## src/rtl/simd_wakeup_ctrl_if.sv

```systemverilog
// simd_wakeup_ctrl_if: issue-side inputs and mark-ready outputs between the
// wakeup controller and simd_unit. The master side drives issue/stall/clear
// and consumes the ready pulses; the slave side is the controller.
interface simd_wakeup_ctrl_if #(
  parameter int LANES  = 4,
  parameter int IDX_W  = 2,
  parameter int LANE_W = 2,
  parameter int DLY_W  = 4
);
  logic              issue_valid;
  logic [LANE_W-1:0] issue_lane;
  logic [IDX_W-1:0]  issue_rs_idx;
  logic [DLY_W-1:0]  issue_delay;
  logic              stall;
  logic              clear_err;
  logic              mark_ready_valid [LANES];
  logic [IDX_W-1:0]  mark_ready_idx   [LANES];
  logic [LANES-1:0]  lane_busy;
  logic              collision_err;

  modport master (
    output issue_valid, issue_lane, issue_rs_idx, issue_delay, stall, clear_err,
    input  mark_ready_valid, mark_ready_idx, lane_busy, collision_err
  );

  modport slave (
    input  issue_valid, issue_lane, issue_rs_idx, issue_delay, stall, clear_err,
    output mark_ready_valid, mark_ready_idx, lane_busy, collision_err
  );
endinterface

```

## src/rtl/simd_wakeup_ctrl.sv

```systemverilog
// simd_wakeup_ctrl: holds one (pending, latency counter) pair per RS slot of
// every lane, counts latencies down and returns one registered mark-ready
// pulse per lane per cycle, lowest eligible RS index first.
module simd_wakeup_ctrl #(
  parameter int LANES   = 4,
  parameter int RS_SIZE = 4,
  parameter int IDX_W   = 2,
  parameter int LANE_W  = 2,
  parameter int DLY_W   = 4
) (
  input logic               clk,
  input logic               reset,
  simd_wakeup_ctrl_if.slave bus
);

  logic [RS_SIZE-1:0] r_pend [LANES];
  logic [DLY_W-1:0]   r_cnt  [LANES][RS_SIZE];
  logic               r_mrv  [LANES];
  logic [IDX_W-1:0]   r_mri  [LANES];
  logic               r_err;

  logic [RS_SIZE-1:0] w_hit     [LANES];
  logic [RS_SIZE-1:0] w_ret     [LANES];
  logic               w_sel_vld [LANES];
  logic [IDX_W-1:0]   w_sel_idx [LANES];
  logic [LANES-1:0]   w_busy;
  logic               w_coll;

  // Per-lane priority pick of the lowest-index slot that is pending with an
  // expired counter; stall blocks every pick so nothing retires.
  always_comb begin
    for (int l = 0; l < LANES; l++) begin
      w_sel_vld[l] = 1'b0;
      w_sel_idx[l] = '0;
      w_ret[l]     = '0;
      for (int i = RS_SIZE - 1; i >= 0; i--) begin
        if (!bus.stall && r_pend[l][i] && (r_cnt[l][i] == '0)) begin
          w_sel_vld[l] = 1'b1;
          w_sel_idx[l] = IDX_W'(i);
        end
      end
      if (w_sel_vld[l]) w_ret[l][w_sel_idx[l]] = 1'b1;
    end
  end

  // Decode the issue target; a hit on a pending slot that is not retiring
  // this edge is a collision. Lane codes at or above LANES decode to nothing.
  always_comb begin
    w_coll = 1'b0;
    for (int l = 0; l < LANES; l++) begin
      w_hit[l] = '0;
      for (int i = 0; i < RS_SIZE; i++) begin
        if (bus.issue_valid && (bus.issue_lane == LANE_W'(l)) &&
            (bus.issue_rs_idx == IDX_W'(i)))
          w_hit[l][i] = 1'b1;
        if (w_hit[l][i] && r_pend[l][i] && !w_ret[l][i]) w_coll = 1'b1;
      end
    end
  end

  // Lane busy is the OR of that lane's registered pending bits.
  always_comb begin
    w_busy = '0;
    for (int l = 0; l < LANES; l++) w_busy[l] = |r_pend[l];
  end

  // Slot state: a new issue takes priority (it may reuse a slot retiring on
  // the same edge), otherwise retire the selected slot or count down.
  always_ff @(posedge clk or negedge reset) begin
    if (!reset) begin
      for (int l = 0; l < LANES; l++) begin
        r_pend[l] <= '0;
        for (int i = 0; i < RS_SIZE; i++) r_cnt[l][i] <= '0;
      end
    end else begin
      for (int l = 0; l < LANES; l++) begin
        for (int i = 0; i < RS_SIZE; i++) begin
          if (w_hit[l][i]) begin
            r_pend[l][i] <= 1'b1;
            r_cnt[l][i]  <= bus.issue_delay;
          end else if (w_ret[l][i]) begin
            r_pend[l][i] <= 1'b0;
          end else if (!bus.stall && r_pend[l][i] && (r_cnt[l][i] != '0)) begin
            r_cnt[l][i] <= r_cnt[l][i] - 1'b1;
          end
        end
      end
    end
  end

  // Registered ready pulses; the index holds its last value on idle cycles.
  always_ff @(posedge clk or negedge reset) begin
    if (!reset) begin
      for (int l = 0; l < LANES; l++) begin
        r_mrv[l] <= 1'b0;
        r_mri[l] <= '0;
      end
    end else begin
      for (int l = 0; l < LANES; l++) begin
        r_mrv[l] <= w_sel_vld[l];
        if (w_sel_vld[l]) r_mri[l] <= w_sel_idx[l];
      end
    end
  end

  // Sticky collision flag; a new collision outranks a same-edge clear.
  always_ff @(posedge clk or negedge reset) begin
    if (!reset)             r_err <= 1'b0;
    else if (w_coll)        r_err <= 1'b1;
    else if (bus.clear_err) r_err <= 1'b0;
  end

  assign bus.mark_ready_valid = r_mrv;
  assign bus.mark_ready_idx   = r_mri;
  assign bus.lane_busy        = w_busy;
  assign bus.collision_err    = r_err;

endmodule

```

## src/flat_wrapper.sv

```systemverilog
// flat-port wrapper written by rule: the top's interface ports become plain ports
module simd_wakeup_ctrl_flat 
#(
  parameter int LANES   = 4,
  parameter int RS_SIZE = 4,
  parameter int IDX_W   = 2,
  parameter int LANE_W  = 2,
  parameter int DLY_W   = 4
)
  (clk, reset, bus_issue_valid, bus_issue_lane, bus_issue_rs_idx, bus_issue_delay, bus_stall, bus_clear_err, bus_mark_ready_valid, bus_mark_ready_idx, bus_lane_busy, bus_collision_err);
  simd_wakeup_ctrl_if #(.LANES(LANES), .IDX_W(IDX_W), .LANE_W(LANE_W), .DLY_W(DLY_W)) bus_i ();
  input logic clk;
  input logic reset;
  input wire logic [$bits(bus_i.issue_valid)-1:0] bus_issue_valid;
  input wire logic [$bits(bus_i.issue_lane)-1:0] bus_issue_lane;
  input wire logic [$bits(bus_i.issue_rs_idx)-1:0] bus_issue_rs_idx;
  input wire logic [$bits(bus_i.issue_delay)-1:0] bus_issue_delay;
  input wire logic [$bits(bus_i.stall)-1:0] bus_stall;
  input wire logic [$bits(bus_i.clear_err)-1:0] bus_clear_err;
  output wire logic [$bits(bus_i.mark_ready_valid)-1:0] bus_mark_ready_valid;
  output wire logic [$bits(bus_i.mark_ready_idx)-1:0] bus_mark_ready_idx;
  output wire logic [$bits(bus_i.lane_busy)-1:0] bus_lane_busy;
  output wire logic [$bits(bus_i.collision_err)-1:0] bus_collision_err;
  assign bus_i.issue_valid = bus_issue_valid;
  assign bus_i.issue_lane = bus_issue_lane;
  assign bus_i.issue_rs_idx = bus_issue_rs_idx;
  assign bus_i.issue_delay = bus_issue_delay;
  assign bus_i.stall = bus_stall;
  assign bus_i.clear_err = bus_clear_err;
  assign bus_mark_ready_valid = {>>{bus_i.mark_ready_valid}};
  assign bus_mark_ready_idx = {>>{bus_i.mark_ready_idx}};
  assign bus_lane_busy = bus_i.lane_busy;
  assign bus_collision_err = bus_i.collision_err;
  simd_wakeup_ctrl #(.LANES(LANES), .RS_SIZE(RS_SIZE), .IDX_W(IDX_W), .LANE_W(LANE_W), .DLY_W(DLY_W)) u_core (.clk(clk), .reset(reset), .bus(bus_i));
endmodule
```

## config.mk

```make
export PLATFORM = sky130hd
export DESIGN_NAME = simd_wakeup_ctrl_flat
export DESIGN_NICKNAME = d
export VERILOG_FILES = /design/src/rtl/simd_wakeup_ctrl_if.sv /design/src/rtl/simd_wakeup_ctrl.sv /design/src/flat_wrapper.sv
export SDC_FILE = /design/constraint.sdc
export NUM_CORES = 1
export LEC_CHECK = 0
export CORE_MARGIN = 2
export CORE_UTILIZATION = 40
export DETAILED_ROUTE_END_ITERATION = 8
export DONT_BUFFER_PORTS = 1
export GPL_TIMING_DRIVEN = 0
export PLACE_DENSITY = 0.61
export SYNTH_ARGS = -nofsm -noshare
export SYNTH_HDL_FRONTEND = slang
export SYNTH_SLANG_ARGS = --single-unit
```

## constraint.sdc

```tcl
create_clock -name clk -period 4.89 [get_ports clk]
set_input_delay 0.978 -clock clk [delete_from_list [all_inputs] [get_ports clk]]
set_output_delay 0.978 -clock clk [all_outputs]
set_load 0.05 [all_outputs]
```

==> metrics.md, run 1 <==
| Metric | Value |
|---|---|
| Vias in the first global route | 4127 |
| Syn Inst Count | 589 |
| Unique cell type count in the Yosys netlist | 50 |
| Syn nets | 632 |
| Crit end category | output pin |
| Die height | 119 microns |
| I/O pins | 30 |
| Worst-margin pin slew | 0.747 ns |
| Setup TNS | 0 ns |
| Mean Syn Cell Area | 9.05 sq um |
| Primary FF master, synth | dfrtp_1 |
| Simple logic cell fraction of the synthesized area | 22.6% |
| Gr ovfl total | 0 |
| RD Place Congestion | 0.815 |
| Die area | 0.0143 sq mm |
| Detailed router's first-iteration violation count | 215 |
| PostCTS Resize Cnt | 0 |
| Power Dens Cells | 607 mW/mm^2 |
| Vias | 3993 |
| Max_cap viols | 0 |
| Setup crit start kind | flip-flop |
| RSZ-0062 raised after global routing | no |
| Post-synth EDFFs | 0 |
| Post-DP HPWL | 8790 microns |
| CTS Root Cell | clkbuf_16 |
| Rows | 42 |
| Hold-fix buffers, CTS | 0 |
| Fill count | 1302 |
| Post-synthesis register bit count | 93 |
| RR Endpoint | u_core.bus.collision_err |
| Buf/Inv on CP | 0 |
| Die Span X | 119 microns |
| Asr flop ratio synth | 100% |
| Fin area | 0.00582 sq mm |
| Drt drc | 0 |
| Clock Latency Late Sink | 0.35 ns |
| Rel. slew slack | 50.2% |
| Max VDD drop | 0.202 mV |
| Initial antenna violation count | 0 |
| Initial Utilization | 40.6% |
| Detail Route Antenna Nets | 0 |
| Worst reg2reg setup slack | 2.66 ns |
| WS Path Type | flip-flop to output pin |
| Gr usage total | 18.7% |
| H-tree lvl count | 3 |
| Clock sinks | 93 |
| Achievable Freq | 0.392 GHz |
| Setup bufs post-CTS | 0 |
| Adder-Cell Fraction of Synth Area | 7.04% |
| CP max stage delay | 0.78 ns |
| Seq/Total Area, Yosys | 43.7% |
| Reg2reg path depth | 8 |
| Worst EP arrival | 1.57 ns |
| Core area | 0.0131 sq mm |
| Slew Limit Fails | 0 |
| Worst-path clk slew | 0.07 ns |
| Leak Pwr | 0.00250 uW |
| Placed Area | 0.00555 sq mm |
| Reg-to-Reg Start | u_core.r_cnt[24] |
| Drt wl/cell | 15.7 microns |
| Hold_ws | 0.318 ns |
| Inserted Clock Buffers | 9 |
| TritonCTS clock tree | yes |
| Synth warnings | 0 |
| Share of cells above drive strength 1 | 6.78% |
| Commonest non-fill, non-tap cell in the layout | dfrtp_1 |
| Critical path cell sequence | or4_1 |
| Minimum clock period | 2.55 ns |
| Area Overhead vs Synth | 9.25% |
| Inserted Diodes | 0 |
| Fin. Hold Viols | 0 |
| NumNets Final | 643 |
| Largest family of logic cells by synthesized area | simple AND/OR/NAND/NOR gates |
| Most frequent cells in the layout | dfrtp_1, nand2_1, nor2_1, a21oi_1, inv_1 |
| Req. time, crit path | 3.91 ns |
| First-pass GRT wire length | 20700 microns |
| Routed vias/inst | 5.11 |
| Setup Viol. Count Final | 0 |
| Critical Path Start | u_core.r_pend[10] |
| Synth Area in Compound Gates | 10.7% |
| Fin crit share | 52.2% |
| Port Buffers | 0 |
| Slowest-stage cell, CP | or4_1 |
| Worst hold path type | input port to async pin |
| Post-synthesis share of cell area spent on xor and xnor gates | 7.89% |
| Largest buffer count on any clock path | 2 |
| Status | completed |
| Mux contribution to synthesized area | 4.37% |
| Setup Skew | 0.00449 ns |
| CP max FO | 4 |
| Post-synthesis instance area | 0.00533 sq mm |
| Crit-path leading delay family | simple AND/OR/NAND/NOR gates |
| Pin count of the biggest net entering global routing | 94 |
| Total Wirelength | 12300 microns |
| First-pass DRT Iterations | 5 |
## cell usage after synthesis (2+ instances only)
master	n	area share [%]
xor2_1	28	4.6
o31a_1	4	0.66
ha_1	30	7.0
nor3b_2	2	0.47
a21oi_1	59	5.5
buf_6	3	0.63
xnor2_1	20	3.3
inv_1	35	2.5
o22ai_1	2	0.23
nor4b_2	2	0.56
nor2b_1	14	1.6
clkbuf_1	7	0.49
nor3b_1	8	1.1
and3b_1	2	0.33
and2b_1	3	0.42
dfrtp_1	93	44
nor2_1	72	5.1
mux2_2	17	3.6
nand2_1	90	6.3
or4_1	4	0.56
a31oi_1	2	0.23
nand3b_1	2	0.28
nor3_1	17	1.6
o21ai_0	17	1.6
and2_1	3	0.35
or3b_1	4	0.66
mux2i_1	3	0.56
nand3_1	7	0.66
o21ai_1	6	0.56
nand2b_1	13	1.5
## how the worst max path moves through the flow
stage	to	cells after the start
5_1_grt	bus_lane_busy[1]	1
2_1_floorplan	u_core.bus.collision_err	7
3_3_place_gp	u_core.bus.collision_err	7
4_1_cts	bus_lane_busy[1]	1
6_report	bus_lane_busy[1]	1
3_5_place_dp	u_core.bus.collision_err	7
## sequential cells by signal (all words and copies together), names as in the netlist
name / cells
u_core.bus.collision_err: 1
u_core.bus.mark_ready_idx: 8
u_core.bus.mark_ready_valid: 4
u_core.r_cnt: 64
u_core.r_pend: 16
## per-layer routing
layer	track usage (%)	vias up	share of wire (%)
li1	-	1976	-
met1	24.0	1951	46
met2	31.5	53	49
met3	4.07	13	3.2
met4	5.51	0	1.5
met5	0	-	0
## logic make-up after synthesis
kind of cell	Yosys count
DFF	93
xor gates and xnor gates	48
AOI/OAI and AO/OA	100
adders and majority gates	30
and+or+nand+nor	250
muxes	21
buffers and inverters	47
## report_power, final
| group | total (uW) | internal (uW) | switching (uW) |
|---|---|---|---|
| sequential | 1640 | 1160 | 484 |
| combinational | 1230 | 603 | 627 |
| clock | 663 | 373 | 290 |
| total | 3540 | 2140 | 1400 |
## stage by stage
| stage | total power, uW | util, % | instances | worst slack, ns |
|---|---|---|---|---|
| finish | 3540 | 44.3 | 781 | 2.34 |
| global route | 3820 | 44.3 | 781 | 2.31 |
| CTS | 3560 | 44.3 | 781 | 2.32 |
| detailed placement | 2890 | 42.3 | 765 | 2.42 |
| global placement | 2780 | 42.3 | 765 | 2.42 |
| floorplan | 2590 | - | 589 | 2.70 |
## area by class of cell
| cell class | count | area [sq um] | share of cell area [%] |
|---|---|---|---|
| tap | 176 | 220 | 3.78 |
| clock buffer | 15 | 268 | 4.60 |
| multi-input combinational | 449 | 2800 | 48.1 |
| sequential | 93 | 2330 | 40.0 |
| clock inverter | 1 | 5.00 | 0.0859 |
| inverter | 35 | 131 | 2.26 |
| buffer | 12 | 68.8 | 1.18 |
Power figures use the tool's default switching activity.
==> inputs of run 2 (changes only) <==
PLACE_DENSITY = 0.63   (was 0.61)
clock period = 2 ns   (was 4.89 ns; I/O delays follow)
==> metrics.md, run 2 (synthesis results as in run 1) <==
| Metric | Value |
|---|---|
| Status | complete, but fails checks |
| Failing checks | hold timing, setup timing |
| Power Dens Cells | 1520 mW/mm^2 (+150%) |
| Area Overhead vs Synth | 14.0% |
| Port Buffers | 0 (unchanged) |
| Most frequent cells in the layout | dfrtp_1, nand2_1, nor2_1, a21oi_1, inv_1 |
| CP max FO | 4 (unchanged) |
| Hold_ws | -0.259 ns (-0.577 ns) |
| Buf/Inv on CP | 1 (+1) |
| Minimum clock period | 2.01 ns |
| Placed Area | 0.00555 sq mm (unchanged) |
| Cell mode on critical path | o21ai_1 |
| Critical path cell sequence | inv_1 > ha_1 > or3b_4 > o21ai_1 > o22a_1 > o21ai_1 > nor4b_2 > nand3_1 |
| Final Worst Setup Slack | -0.0112 ns (-2.35 ns) |
| I/O pins | 30 (unchanged) |
| Rows | 42 (unchanged) |
| Reg-to-Reg Start | u_core.r_cnt[12] |
| Detailed router's first-iteration violation count | 331 (+54%) |
| Max_cap viols | 0 (unchanged) |
| NumNets Final | 652 (+1.4%) |
| Setup Viol. Count Final | 1 (+1) |
| Slowest-stage cell, CP | or3b_4 |
| Die Span X | 119 microns (unchanged) |
| Worst reg2reg setup slack | -0.01 ns (-2.67 ns) |
| RSZ-0062 raised after global routing | yes |
| RD Place Congestion | 0.806 (-1.2%) |
| Reg2reg path depth | 8 (unchanged) |
| Reg with most FFs | u_core.r_cnt |
| Worst hold path type | input port to async pin |
| Gr usage total | 18.9% (+0.23 points) |
| Core area | 0.0131 sq mm (unchanged) |
| Clock sinks | 93 (unchanged) |
| Vias in the first global route | 4143 (+0.39%) |
| Fin. Hold Viols | 93 (+93) |
| Initial antenna violation count | 0 (unchanged) |
| Routed vias/inst | 5.18 (+1.3%) |
| Util after Layout | 46.3% (+1.9 points) |
| H-tree lvl count | 3 (unchanged) |
| RR Endpoint | u_core.bus.collision_err |
| WS Path Type | flip-flop to flip-flop |
| Inserted Clock Buffers | 9 (unchanged) |
| Die area | 0.0143 sq mm (unchanged) |
| Largest buffer count on any clock path | 2 (unchanged) |
| Achievable Freq | 0.497 GHz |
| Fin crit share | 101% |
| Total Wirelength | 12600 microns (+3.1%) |
| Worst-margin pin slew | 0.780 ns (+0.0339 ns) |
| Commonest non-fill, non-tap cell in the layout | dfrtp_1 |
| Drt drc | 0 (unchanged) |
| Crit end category | flip-flop |
| Req. time, crit path | 2.23 ns (-1.68 ns) |
| Worst-path clk slew | 0.06 ns (about the same) |
| CTS Root Cell | clkbuf_16 |
| TritonCTS clock tree | yes |
| Fin area | 0.00608 sq mm (+4.3%) |
| Initial Utilization | 40.6% (unchanged) |
| Crit-path leading delay family | simple AND/OR/NAND/NOR gates |
| Post-DP HPWL | 8630 microns (-1.8%) |
| Inserted Diodes | 0 (unchanged) |
| Die height | 119 microns (unchanged) |
| Fill count | 1268 (-2.6%) |
| First-pass GRT wire length | 20800 microns (+0.43%) |
| Vias | 4091 (+2.5%) |
| Clock Latency Late Sink | 0.35 ns (about the same) |
| CP max stage delay | 0.41 ns (-0.37 ns) |
| Setup Skew | 0.00674 ns (+0.00225 ns) |
| Max VDD drop | 0.532 mV (+160%) |
| Largest register FFs | 64 (unchanged) |
| Pwr Total | 9250 uW (+160%) |
| First-pass DRT Iterations | 5 (unchanged) |
| Rel. slew slack | 48.0% (-2.3 points) |
| Pin count of the biggest net entering global routing | 94 (unchanged) |
| Leak Pwr | 0.00260 uW (+3.9%) |
| Share of cells above drive strength 1 | 12.4% (+5.6 points) |
| Setup crit start kind | flip-flop |
| Detail Route Antenna Nets | 0 (unchanged) |
| Gr ovfl total | 0 (unchanged) |
| Post-place setup slack | -0.135 ns (-2.56 ns) |
| Worst EP arrival | 2.24 ns (+0.67 ns) |
| Slew Limit Fails | 0 (unchanged) |
| Drt wl/cell | 16.0 microns (+1.9%) |
## run 2: cell count changes in the layout (fill, tap and decap cells not counted), moves of 3 or more
| cell | before | now |
|---|---|---|
| nor3b_1 | 8 | 2 |
| inv_1 | 35 | 31 |
| buf_4 | 0 | 9 |
| clkbuf_1 | 11 | 8 |
| nor2_1 | 72 | 69 |
| inv_2 | 0 | 4 |
| nor2_2 | 0 | 3 |
| nor3b_2 | 2 | 6 |
## run 2: worst max-delay path by stage
stage,startpoint,end,slack (ns),cells past startpoint
finish,u_core.r_cnt[12],u_core.bus.collision_err,-0.01,8
global route,u_core.r_cnt[40],u_core.bus.collision_err,-0.1,8
CTS,u_core.r_cnt[40],u_core.bus.collision_err,0.001,8
detailed placement,u_core.r_cnt[36],u_core.bus.collision_err,-0.13,8
global placement,u_core.r_cnt[24],u_core.bus.collision_err,-0.08,8
floorplan,u_core.r_cnt[12],u_core.bus.collision_err,0.21,8
## run 2: area by class of cell
| cell class | count | area (sq um) | share of cell area, % |
|---|---|---|---|
| Buffer | 12 | 68.8 | 1.13 |
| Clock inverter | 5 | 82.6 | 1.36 |
| Clock buffer | 11 | 243 | 3.99 |
| Multi-Input combinational cell | 449 | 2940 | 48.3 |
| Inverter | 35 | 131 | 2.16 |
| Tap cell | 176 | 220 | 3.62 |
| Timing Repair Buffer | 9 | 67.6 | 1.11 |
| Sequential cell | 93 | 2330 | 38.3 |
## run 2: what timing repair did
item	4_1_cts	5_1_grt
hold endpoints to repair	93	93
pin swaps	5	4
setup endpoints to repair	1	4
setup buffers	8	1
gates cloned	0	0
resized for setup	22	9
## run 2: where the power goes
part / leakage [uW] / switching [uW] / total, uW / internal, uW
logic: 0.00136 / 1630 / 3280 / 1650
registers: 0.00108 / 1240 / 4080 / 2830
clock network: 0.000160 / 759 / 1890 / 1140
total: 0.00260 / 3630 / 9250 / 5620
## run 2: worst register-to-register path, delay by kind of cell (launching register included)
family | cells | cell delay (ns)
flops | 1 | 0.40
simple gates | 3 | 0.78
compound gates | 3 | 0.46
buf+inv | 1 | 0.09
fa+ha+maj | 1 | 0.15
## run 2: layer usage
metal,GRT usage (%),routed length [microns],vias to the layer above
met5,0,0,-
met4,5.44,240,0
met1,23.5,5610,1995
met3,5.89,659,17
met2,31.6,6120,73
li1,-,-,2006
## run 2: per-stage QoR
stage	TNS, ns	cells	hold slack, ns
4_1_cts	0	789	-0.274
3_3_place_gp	-0.0802	765	0.107
5_1_grt	-0.0973	790	-0.282
3_5_place_dp	-0.135	765	0.107
6_report	-0.0112	790	-0.259
2_1_floorplan	0	589	0.104
==> inputs of run 3 (changes only) <==
CTS_BUF_LIST = sky130_fd_sc_hd__clkbuf_4 sky130_fd_sc_hd__clkbuf_8   (was default)
CTS_CLUSTER_DIAMETER = 80   (was default)
==> metrics.md, run 3 (synthesis results as in run 1) <==
| Metric | Value |
|---|---|
| Clock sinks | 93 (unchanged) |
| Met2 Use GR | 30.4% (-1.1 points) |
| Reg-to-Reg Start | u_core.r_cnt[36] |
| Critical Path Start | u_core.r_cnt[36] |
| Reg with most FFs | u_core.r_cnt |
| CP max FO | 3 (-1) |
| RD Place Congestion | 0.806 (unchanged) |
| Worst reg2reg setup slack | -0.06 ns (-0.05 ns) |
| CTS Root Cell | clkbuf_8 |
| Vias | 4089 (-0.049%) |
| First-pass DRT Iterations | 5 (unchanged) |
| Final Worst Setup Slack | -0.0632 ns (-0.0520 ns) |
| Post-DP HPWL | 8630 microns (unchanged) |
| Combinational Power Share | 37.1% (+1.7 points) |
| RSZ-0062 raised after global routing | yes |
| NumNets Final | 653 (+0.15%) |
| Worst hold path type | input port to async pin |
| Inserted Diodes | 0 (unchanged) |
| Sw Ratio | 40.4% (+1.2 points) |
| Largest register FFs | 64 (unchanged) |
| Drt wl/cell | 15.8 microns (-1.1%) |
| Rows | 42 (unchanged) |
| Port Buffers | 0 (unchanged) |
| Req. time, crit path | 2.26 ns (+0.03 ns) |
| Total Wirelength | 12500 microns (-0.99%) |
| Achievable Freq | 0.485 GHz (-2.5%) |
| Largest buffer count on any clock path | 2 (unchanged) |
| Crit end category | flip-flop |
| Worst-path clk slew | 0.10 ns (+0.04 ns) |
| Critical path cell sequence | inv_2 > ha_2 > nor3b_4 > nand2b_4 > o311ai_4 > o2111ai_2 > nor4b_2 > nand3_1 |
| Max VDD drop | 0.406 mV (-24%) |
| Worst Setup EP | u_core.bus.collision_err |
| Share of cells above drive strength 1 | 13.0% (+0.63 points) |
| Worst-margin pin slew | 0.771 ns (-0.00954 ns) |
| Fin. Hold Viols | 93 (unchanged) |
| Slowest-stage cell, CP | dfrtp_1 |
| Core area | 0.0131 sq mm (unchanged) |
| Detailed router's first-iteration violation count | 246 (-26%) |
| Setup TNS | -0.0632 ns (-0.0520 ns) |
| CP max stage delay | 0.43 ns (+0.02 ns) |
| Rel. slew slack | 48.6% (+0.64 points) |
| Gr ovfl total | 0 (unchanged) |
| Seq pwr share | 46.3% (+2.2 points) |
| Worst EP arrival | 2.33 ns (+0.09 ns) |
| Area Overhead vs Synth | 12.3% |
| Met3 Usage GRT | 6.37% (+0.48 points) |
| Die height | 119 microns (unchanged) |
| Fin crit share | 103% (+2.6 points) |
| Drt drc | 0 (unchanged) |
| Inserted Clock Buffers | 9 (unchanged) |
| Switch Pwr | 3560 uW (-2.0%) |
| Grt peak-use layer | met2 |
| Reg2reg path depth | 8 (unchanged) |
| Status | complete, but fails checks |
| # placed instances | 765 (unchanged) |
| H-tree lvl count | 3 (unchanged) |
| Leak Pwr | 0.00257 uW (-1.1%) |
| Crit-path leading delay family | simple AND/OR/NAND/NOR gates |
| Post-Layout Cell Count | 791 (+0.13%) |
| Fin area | 0.00599 sq mm (-1.5%) |
| Vias in the first global route | 4094 (-1.2%) |
| Max_cap viols | 0 (unchanged) |
| Failing checks | hold timing, setup timing |
| P_int | 5240 uW (-6.7%) |
| Pin count of the biggest net entering global routing | 94 (unchanged) |
| Clock Power Share | 16.6% (-3.9 points) |
| Routed vias/inst | 5.17 (-0.18%) |
| Slew Limit Fails | 0 (unchanged) |
| Clock Latency Late Sink | 0.39 ns (+0.04 ns) |
| I/O pins | 30 (unchanged) |
| Gr usage total | 18.6% (-0.28 points) |
| Minimum clock period | 2.06 ns (+0.0520 ns) |
| Power Dens Cells | 1470 mW/mm^2 (-3.5%) |
| Detail Route Antenna Nets | 0 (unchanged) |
| Setup Viol. Count Final | 1 (unchanged) |
| Die area | 0.0143 sq mm (unchanged) |
| Setup Skew | 0.0157 ns (+0.00899 ns) |
| TritonCTS clock tree | yes |
| Die Span X | 119 microns (unchanged) |
| Initial Utilization | 40.6% (unchanged) |
| RR Endpoint | u_core.bus.collision_err |
| Setup crit start kind | flip-flop |
| Post-place setup slack | -0.135 ns (unchanged) |
| Commonest non-fill, non-tap cell in the layout | dfrtp_1 |
| Most frequent cells in the layout | dfrtp_1, nand2_1, nor2_1, a21oi_1, inv_1 |
| First-pass GRT wire length | 20400 microns (-1.9%) |
| Met1 GRT Util | 23.3% (-0.22 points) |
| Initial antenna violation count | 0 (unchanged) |
| WS Path Type | flip-flop to flip-flop |
| Critical path depth | 8 (unchanged) |
| Placed Area | 0.00555 sq mm (unchanged) |
| Buf/Inv on CP | 1 (unchanged) |
| Hold_ws | -0.302 ns (-0.0422 ns) |
-- run 3: worst min path at each step --
stage                     depth (start not counted)  slack, ns   from                  endpoint
after detailed placement                          0       0.11  reset          u_core.r_cnt[28]
final                                             0      -0.30  reset          u_core.r_cnt[62]
after CTS                                         0      -0.33  reset          u_core.r_cnt[60]
after floorplan                                   0       0.10  reset  u_core.bus.collision_err
after global routing                              0      -0.34  reset          u_core.r_cnt[28]
after global placement                            0       0.11  reset          u_core.r_cnt[28]
-- run 3: per-layer routing --
layer,up-vias,wire (microns)
met5,-,0
met4,0,176
met3,11,691
met2,78,6110
met1,1991,5530
li1,2009,-
-- run 3: area by class of cell --
cell class | count | area, sq um
Clock buffer | 11 | 145
Timing Repair Buffer | 10 | 75.1
Fill cell | 1271 | 7150
Inverter | 35 | 131
Tap cell | 176 | 220
Multi-Input combinational cell | 449 | 2940
Sequential cell | 93 | 2330
Clock inverter | 5 | 82.6
Buffer | 12 | 68.8
-- run 3: stage by stage --
step / total power, uW / util, %
after floorplan: 6340 / -
after detailed placement: 7050 / 42.3
after global placement: 6800 / 42.3
final: 8800 / 45.6
after global routing: 9550 / 45.6
after CTS: 8600 / 44.3
-- run 3: repair_timing --
| item | in CTS | in global routing |
|---|---|---|
| gates resized for setup | 10 | 21 |
| pin swaps | 0 | 5 |
| hold endpoints to repair | 93 | 93 |
| endpoints found under the setup margin | 5 | 2 |
| buffers inserted | 0 | 10 |
-- run 3: worst reg2reg max path, cell delays in order, from the launching register on --
cell and delay (ns):
dfrtp_1 0.43, inv_2 0.08, ha_2 0.17, nor3b_4 0.26
nand2b_4 0.10, o311ai_4 0.30, o2111ai_2 0.20, nor4b_2 0.30
nand3_1 0.10
-- run 3: power groups by stage --
stage	logic, uW	clock network, uW	registers (uW)
floorplan	2500	0	3840
global placement	2800	0	4000
detailed placement	3010	0	4050
CTS	3060	1510	4030
global route	3750	1590	4200
finish	3270	1460	4070
